$ cat src/rtl/car_x_controller_if.sv
// Bus between the keyboard/collision logic and the car X controller.
// With CAR_CRASH_COUNT_EN defined, the bus also carries the 4-bit crashCount output.
interface car_x_controller_if;
    logic              startOfFrame;
    logic              leftKey;
    logic              rightKey;
    logic              collision;
    logic              skidDir;
    logic signed [10:0] topLeftX;
    logic              carVisible;
    logic [1:0]        carState;
`ifdef CAR_CRASH_COUNT_EN
    logic [3:0]        crashCount;
`endif

    // Keyboard/collision side: drives the frame pulse, keys and collision events.
    modport master (
        output startOfFrame, leftKey, rightKey, collision, skidDir,
        input  topLeftX, carVisible, carState
`ifdef CAR_CRASH_COUNT_EN
        , input crashCount
`endif
    );

    // Controller side: consumes events, produces position, visibility and state.
    modport slave (
        input  startOfFrame, leftKey, rightKey, collision, skidDir,
        output topLeftX, carVisible, carState
`ifdef CAR_CRASH_COUNT_EN
        , output crashCount
`endif
    );
endinterface

$ cat src/rtl/car_x_controller.sv
// Player car horizontal position sequencer: drive, skid, crash and respawn.
// The X position updates once per frame and clamps to the road edges.
// Optional: with CAR_CRASH_COUNT_EN defined, a saturating 4-bit crash counter is output on the bus.
module car_x_controller #(
    parameter logic signed [10:0] INIT_X         = 11'sd310,
    parameter logic signed [10:0] ROAD_LEFT      = 11'sd160,
    parameter logic signed [10:0] ROAD_RIGHT     = 11'sd448,
    parameter logic signed [11:0] STEP           = 12'sd2,
    parameter logic signed [11:0] SKID_STEP      = 12'sd4,
    parameter logic [7:0]         SKID_FRAMES    = 8'd16,
    parameter logic [7:0]         CRASH_FRAMES   = 8'd30,
    parameter logic [7:0]         RESPAWN_FRAMES = 8'd60
) (
    input  logic                     clk,
    input  logic                     reset,
    car_x_controller_if.slave        bus
);

    localparam logic [1:0] ST_DRIVE   = 2'd0;
    localparam logic [1:0] ST_SKID    = 2'd1;
    localparam logic [1:0] ST_CRASH   = 2'd2;
    localparam logic [1:0] ST_RESPAWN = 2'd3;

    localparam logic signed [11:0] LEFT_W  = {ROAD_LEFT[10], ROAD_LEFT};
    localparam logic signed [11:0] RIGHT_W = {ROAD_RIGHT[10], ROAD_RIGHT};

    logic signed [10:0] x_q, x_d;
    logic               vis_q, vis_d;
    logic [1:0]         state_q, state_d;
    logic [7:0]         cnt_q, cnt_d;
    logic               pend_q, pend_d;
    logic               dir_q, dir_d;

    logic [7:0]         cnt_dec;
    logic               pend_now;
    logic               dir_now;
    logic signed [11:0] x_wide;
    logic signed [11:0] key_delta;
    logic signed [11:0] key_x;
    logic signed [11:0] skid_x;

    function automatic logic off_road(input logic signed [11:0] v);
        return (v < LEFT_W) || (v > RIGHT_W);
    endfunction

    function automatic logic signed [10:0] clamp_road(input logic signed [11:0] v);
        if (v < LEFT_W)
            return ROAD_LEFT;
        else if (v > RIGHT_W)
            return ROAD_RIGHT;
        else
            return v[10:0];
    endfunction

    // Per-frame state machine plus collision latch between frame ticks
    always_comb begin
        x_d     = x_q;
        vis_d   = vis_q;
        state_d = state_q;
        cnt_d   = cnt_q;
        pend_d  = pend_q;
        dir_d   = dir_q;

        cnt_dec  = cnt_q - 8'd1;
        pend_now = pend_q | bus.collision;
        dir_now  = bus.collision ? bus.skidDir : dir_q;
        x_wide   = {x_q[10], x_q};

        key_delta = 12'sd0;
        if (bus.leftKey && !bus.rightKey)
            key_delta = -STEP;
        else if (bus.rightKey && !bus.leftKey)
            key_delta = STEP;
        key_x  = x_wide + key_delta;
        skid_x = dir_q ? (x_wide + SKID_STEP) : (x_wide - SKID_STEP);

        if (bus.startOfFrame) begin
            case (state_q)
                ST_DRIVE: begin
                    if (pend_now) begin
                        state_d = ST_SKID;
                        cnt_d   = SKID_FRAMES;
                        pend_d  = 1'b0;
                        dir_d   = dir_now;
                    end else if (off_road(key_x)) begin
                        x_d     = clamp_road(key_x);
                        state_d = ST_CRASH;
                        cnt_d   = CRASH_FRAMES;
                        vis_d   = 1'b0;
                    end else begin
                        x_d = key_x[10:0];
                    end
                end
                ST_SKID: begin
                    if (off_road(skid_x)) begin
                        x_d     = clamp_road(skid_x);
                        state_d = ST_CRASH;
                        cnt_d   = CRASH_FRAMES;
                        vis_d   = 1'b0;
                    end else begin
                        x_d   = skid_x[10:0];
                        cnt_d = cnt_dec;
                        if (cnt_dec == 8'd0)
                            state_d = ST_DRIVE;
                    end
                end
                ST_CRASH: begin
                    vis_d = 1'b0;
                    cnt_d = cnt_dec;
                    if (cnt_dec == 8'd0) begin
                        x_d     = INIT_X;
                        state_d = ST_RESPAWN;
                        cnt_d   = RESPAWN_FRAMES;
                        vis_d   = 1'b1;
                    end
                end
                ST_RESPAWN: begin
                    x_d   = clamp_road(key_x);
                    cnt_d = cnt_dec;
                    if (cnt_dec == 8'd0) begin
                        state_d = ST_DRIVE;
                        vis_d   = 1'b1;
                    end else begin
                        vis_d = cnt_dec[2];
                    end
                end
                default: begin
                    state_d = ST_DRIVE;
                    vis_d   = 1'b1;
                    pend_d  = 1'b0;
                end
            endcase
        end else if (state_q == ST_DRIVE && bus.collision) begin
            pend_d = 1'b1;
            dir_d  = bus.skidDir;
        end
    end

    // State registers with synchronous reset to the spawn position
    always_ff @(posedge clk) begin
        if (reset) begin
            x_q     <= INIT_X;
            vis_q   <= 1'b1;
            state_q <= ST_DRIVE;
            cnt_q   <= 8'd0;
            pend_q  <= 1'b0;
            dir_q   <= 1'b0;
        end else begin
            x_q     <= x_d;
            vis_q   <= vis_d;
            state_q <= state_d;
            cnt_q   <= cnt_d;
            pend_q  <= pend_d;
            dir_q   <= dir_d;
        end
    end

    assign bus.topLeftX   = x_q;
    assign bus.carVisible = vis_q;
    assign bus.carState   = state_q;

`ifdef CAR_CRASH_COUNT_EN
    logic [3:0] crash_cnt_q, crash_cnt_d;

    // Count each fresh entry into CRASH, holding at the maximum value
    always_comb begin
        crash_cnt_d = crash_cnt_q;
        if (state_d == ST_CRASH && state_q != ST_CRASH && crash_cnt_q != 4'd15)
            crash_cnt_d = crash_cnt_q + 4'd1;
    end

    // Crash counter register, cleared by reset
    always_ff @(posedge clk) begin
        if (reset)
            crash_cnt_q <= 4'd0;
        else
            crash_cnt_q <= crash_cnt_d;
    end

    assign bus.crashCount = crash_cnt_q;
`endif

endmodule

$ cat src/flat_wrapper.sv
// flat-port wrapper written by rule: the top's interface ports become plain ports
module car_x_controller_flat 
#(
    parameter logic signed [10:0] INIT_X         = 11'sd310,
    parameter logic signed [10:0] ROAD_LEFT      = 11'sd160,
    parameter logic signed [10:0] ROAD_RIGHT     = 11'sd448,
    parameter logic signed [11:0] STEP           = 12'sd2,
    parameter logic signed [11:0] SKID_STEP      = 12'sd4,
    parameter logic [7:0]         SKID_FRAMES    = 8'd16,
    parameter logic [7:0]         CRASH_FRAMES   = 8'd30,
    parameter logic [7:0]         RESPAWN_FRAMES = 8'd60
)
  (clk, reset, bus_startOfFrame, bus_leftKey, bus_rightKey, bus_collision, bus_skidDir, bus_topLeftX, bus_carVisible, bus_carState);
  car_x_controller_if bus_i ();
  input  logic clk;
  input  logic reset;
  input wire logic [$bits(bus_i.startOfFrame)-1:0] bus_startOfFrame;
  input wire logic [$bits(bus_i.leftKey)-1:0] bus_leftKey;
  input wire logic [$bits(bus_i.rightKey)-1:0] bus_rightKey;
  input wire logic [$bits(bus_i.collision)-1:0] bus_collision;
  input wire logic [$bits(bus_i.skidDir)-1:0] bus_skidDir;
  output wire logic [$bits(bus_i.topLeftX)-1:0] bus_topLeftX;
  output wire logic [$bits(bus_i.carVisible)-1:0] bus_carVisible;
  output wire logic [$bits(bus_i.carState)-1:0] bus_carState;
  assign bus_i.startOfFrame = bus_startOfFrame;
  assign bus_i.leftKey = bus_leftKey;
  assign bus_i.rightKey = bus_rightKey;
  assign bus_i.collision = bus_collision;
  assign bus_i.skidDir = bus_skidDir;
  assign bus_topLeftX = bus_i.topLeftX;
  assign bus_carVisible = bus_i.carVisible;
  assign bus_carState = bus_i.carState;
  car_x_controller #(.INIT_X(INIT_X), .ROAD_LEFT(ROAD_LEFT), .ROAD_RIGHT(ROAD_RIGHT), .STEP(STEP), .SKID_STEP(SKID_STEP), .SKID_FRAMES(SKID_FRAMES), .CRASH_FRAMES(CRASH_FRAMES), .RESPAWN_FRAMES(RESPAWN_FRAMES)) u_core (.clk(clk), .reset(reset), .bus(bus_i));
endmodule
$ cat config.mk
export PLATFORM = sky130hd
export DESIGN_NAME = car_x_controller_flat
export DESIGN_NICKNAME = d
export VERILOG_FILES = /design/src/rtl/car_x_controller_if.sv /design/src/rtl/car_x_controller.sv /design/src/flat_wrapper.sv
export SDC_FILE = /design/constraint.sdc
export NUM_CORES = 1
export LEC_CHECK = 0
export CAP_MARGIN = 10
export CELL_PAD_IN_SITES_DETAIL_PLACEMENT = 0
export CELL_PAD_IN_SITES_GLOBAL_PLACEMENT = 1
export CORE_ASPECT_RATIO = 0.75
export CORE_MARGIN = 2
export CORE_UTILIZATION = 43
export DETAILED_ROUTE_END_ITERATION = 8
export PLACE_DENSITY_LB_ADDON = 0.1
export SYNTH_ARGS = -nofsm -noshare
export SYNTH_HDL_FRONTEND = slang
export SYNTH_SLANG_ARGS = --single-unit
$ cat constraint.sdc
create_clock -name clk -period 8.6 [get_ports clk]
set_input_delay 1.72 -clock clk [delete_from_list [all_inputs] [get_ports clk]]
set_output_delay 1.72 -clock clk [all_outputs]
set_load 0.05 [all_outputs]
==> flow_summary.ini <==
[outcome]
status = completed

[worst_setup_path]
crit_required_ns = 8.79
path_max_fanout = 15
end_kind = register
worst-setup-path-type = primary input to register
critPathLaunchType = primary input
worst_ep_arrival_time_ns = 5.17
worstSetupStartpoint = bus_rightKey
r2r-start = u_core.bus.topLeftX[3]$_SDFFE_PP0P_

[timing]
hold_violations = 0
max_slew_margin = 0.568
setup_tns_ns = 0
drv_slew = 0
clock_skew_ns = 0.00960
worst_slew_pin_slew_ns = 0.647
finalSetupViolCount = 0
fin_crit_sh = 0.579
min_period_ns = 4.98
rsz0062_at_grt = no
max_freq_ghz = 0.201

[cells_and_area]
fillCellCount = 649
multi_input_area_sq_um = 2170
regArea_sq_um = 480
nNetsFinal = 419
utilization = 0.492
final_layout_size_suffix_gt1_frac = 0.0614
syn_to_final_growth_pct = 9.61
diodes = 0

[yosys]
synth_edf_count = 0
netlist_instances = 385
synth_ff_type = dfxtp_1
postSynthAreaPerCell_sq_um = 7.40
ys_types = 73
yosysWarnings = 0
synth_async_sr_flop_share = 0
syn-num-nets = 412
ys_ff_latch = 24
synth_area_sq_um = 2850
ys_seq_area_frac = 0.169

[floorplan]
die_width_um = 98.0
start_util = 0.449
coreArea_sq_um = 6350
io_pins = 21
dieHeight_um = 74.5
die-area_sq_um = 7300
rows = 25

[routing]
routed_wl_um = 8070
drc = 0
initialDrtViolationCount = 236
vias_per_cell = 6.12
firstDrtPassIters = 5
wl_per_cell_um = 17.1
detail-route-antenna-nets = 0
vias = 2887

[flow_run]
max-cap-violations = 0

[clocking]
cts_tree = built
cts_max_level = 1
clock-sinks = 24
max-clock-path-buffers = 2
cts_made_buffers = 3
cts_hold_buf = 0
clk_latency_ns = 0.28
cts_resized = 0
clkTransAtPathRegs_ns = 0.10
post_cts_buffers = 0
root_buffer = clkbuf_8

[power_and_ir_drop]
ir_worst_vdd_v = 0.000131
p_leak_nw = 1.22
powerDensity_nw_per_um2 = 242

[worst_hold_path]
min_from = u_core.cnt_q[6]$_SDFFE_PP0P_
holdCritPathClass = register to register

[placed_design]
io_buffers = 20
dp.final_hpwl_um = 6210
globalplace.congestion = 0.906

[global_route]
antenna_found_initial = 0
first_global_vias = 2517
grt_max_degree = 29
grt_pass1_wl_um = 13300
grt-ovfl-total = 0
grtUsageTotal = 0.227
[cell type report]
cell class	count	share of cell area
well taps	81	0.0324
inverters	26	0.0312
multi-input cells	316	0.693
flip-flops and latches	24	0.154
clock inverters	1	0.00961
clock buffers	3	0.0132
repair buffers	21	0.0665
[stage by stage]
step	hold WS [ns]	area, sq um	instances	setup WS, ns	power, W
floorplan	0.463	2850	385	4.00	0.000537
global placement	0.493	3050	468	3.44	0.000647
detailed placement	0.506	3050	468	3.32	0.000646
CTS	0.520	3120	472	3.60	0.000750
global route	0.529	3120	472	3.31	0.000817
finish	0.524	3120	472	3.62	0.000756
[registers in the layout (all words and copies together), names as in the netlist]
name	cells
u_core.bus.carVisible	1
u_core.bus.topLeftX	11
u_core.cnt_q	8
u_core.bus.carState	2
u_core.pend_q	1
u_core.dir_q	1
[power breakdown]
part	switching [W]	internal (W)
clock network	0.0000395	0.0000623
logic	0.000301	0.000181
registers	0.0000441	0.000128
[cells by family (layout without fill, tap and decap cells)]
group	count (synthesis)	count (layout)	synth area share
xor gates and xnor gates	25	25	0.0768
buffers and inverters	45	51	0.0715
and+or+nand+nor	138	138	0.260
DFF	24	24	0.169
muxes	3	3	0.0149
AOI/OAI and AO/OA	129	129	0.314
adders and majority gates	21	21	0.0939
[synthesized netlist by cell type (4+ instances only)]
library cell	n	area share
a211oi_1	5	0.013
a21o_1	5	0.013
a21oi_1	33	0.058
a22oi_1	4	0.011
a31oi_1	7	0.015
buf_2	10	0.018
clkbuf_1	4	0.0053
dfxtp_1	24	0.17
ha_1	19	0.083
inv_1	26	0.034
nand2_1	32	0.042
nand2b_1	4	0.0088
nand3_1	8	0.014
nand4_1	5	0.011
nor2_1	30	0.040
nor2b_1	5	0.011
nor3_1	11	0.019
nor4_1	6	0.013
o21a_1	4	0.011
o21ai_0	26	0.046
o22ai_1	6	0.013
or2_2	6	0.013
xnor2_1	12	0.037
xor2_1	13	0.040
[layer usage]
metal	GRT usage	share of wire	vias to the layer above	wire length [um]
met3	0.0404	0.065	2	525
met1	0.360	0.54	1347	4360
li1	-	-	1440	-
met5	0	0	-	0
met2	0.323	0.39	98	3160
met4	0.0278	0.0035	0	28
[layout by cell type (no fill, tap or decap), drive strengths merged, types with 3 or more instances in the layout]
master and instances:
xor2 13, o32a 3, a211oi 6, o211a 3, or3 3, o41ai 3
nor4 7, and2 3, a21oi 34, nand2 33, o211ai 3, mux2i 3
o21ai 26, o21a 4, a31oi 8, clkdlybuf4s50 20, and4 3, clkbuf 3
dfxtp 24, or2 6, o31ai 3, nand2b 4, ha 19, inv 26
a22oi 4, nor2b 5, nand4 6, nand3b 3, xnor2 12, and3 3
nor3 11, nand3 8, nor2 31, a221oi 3, a21o 5, and3b 3
o22ai 6, nor3b 3
[critical path, stage by stage]
cell and delay (ns):
clkdlybuf4s50_1 0.46, inv_1 0.05, ha_1 0.28, inv_1 0.07, ha_1 0.29, ha_1 0.24
a21oi_1 0.08, o22ai_1 0.37, a21oi_2 0.17, xor2_1 0.23, nor4_1 0.42, a31oi_4 0.30
and3_4 0.26, a221oi_2 0.23
[path summary, 6_finish.rpt]
kind                                         end  slack [ns]  cells past startpoint
max          u_core.bus.carState[1]$_SDFFE_PP0P_        3.62                     14
min                 u_core.cnt_q[6]$_SDFFE_PP0P_        0.52                      2
max reg2reg         u_core.cnt_q[5]$_SDFFE_PP0P_        4.91                     11
min reg2reg         u_core.cnt_q[6]$_SDFFE_PP0P_        0.52                      2
Power figures use the tool's default switching activity.
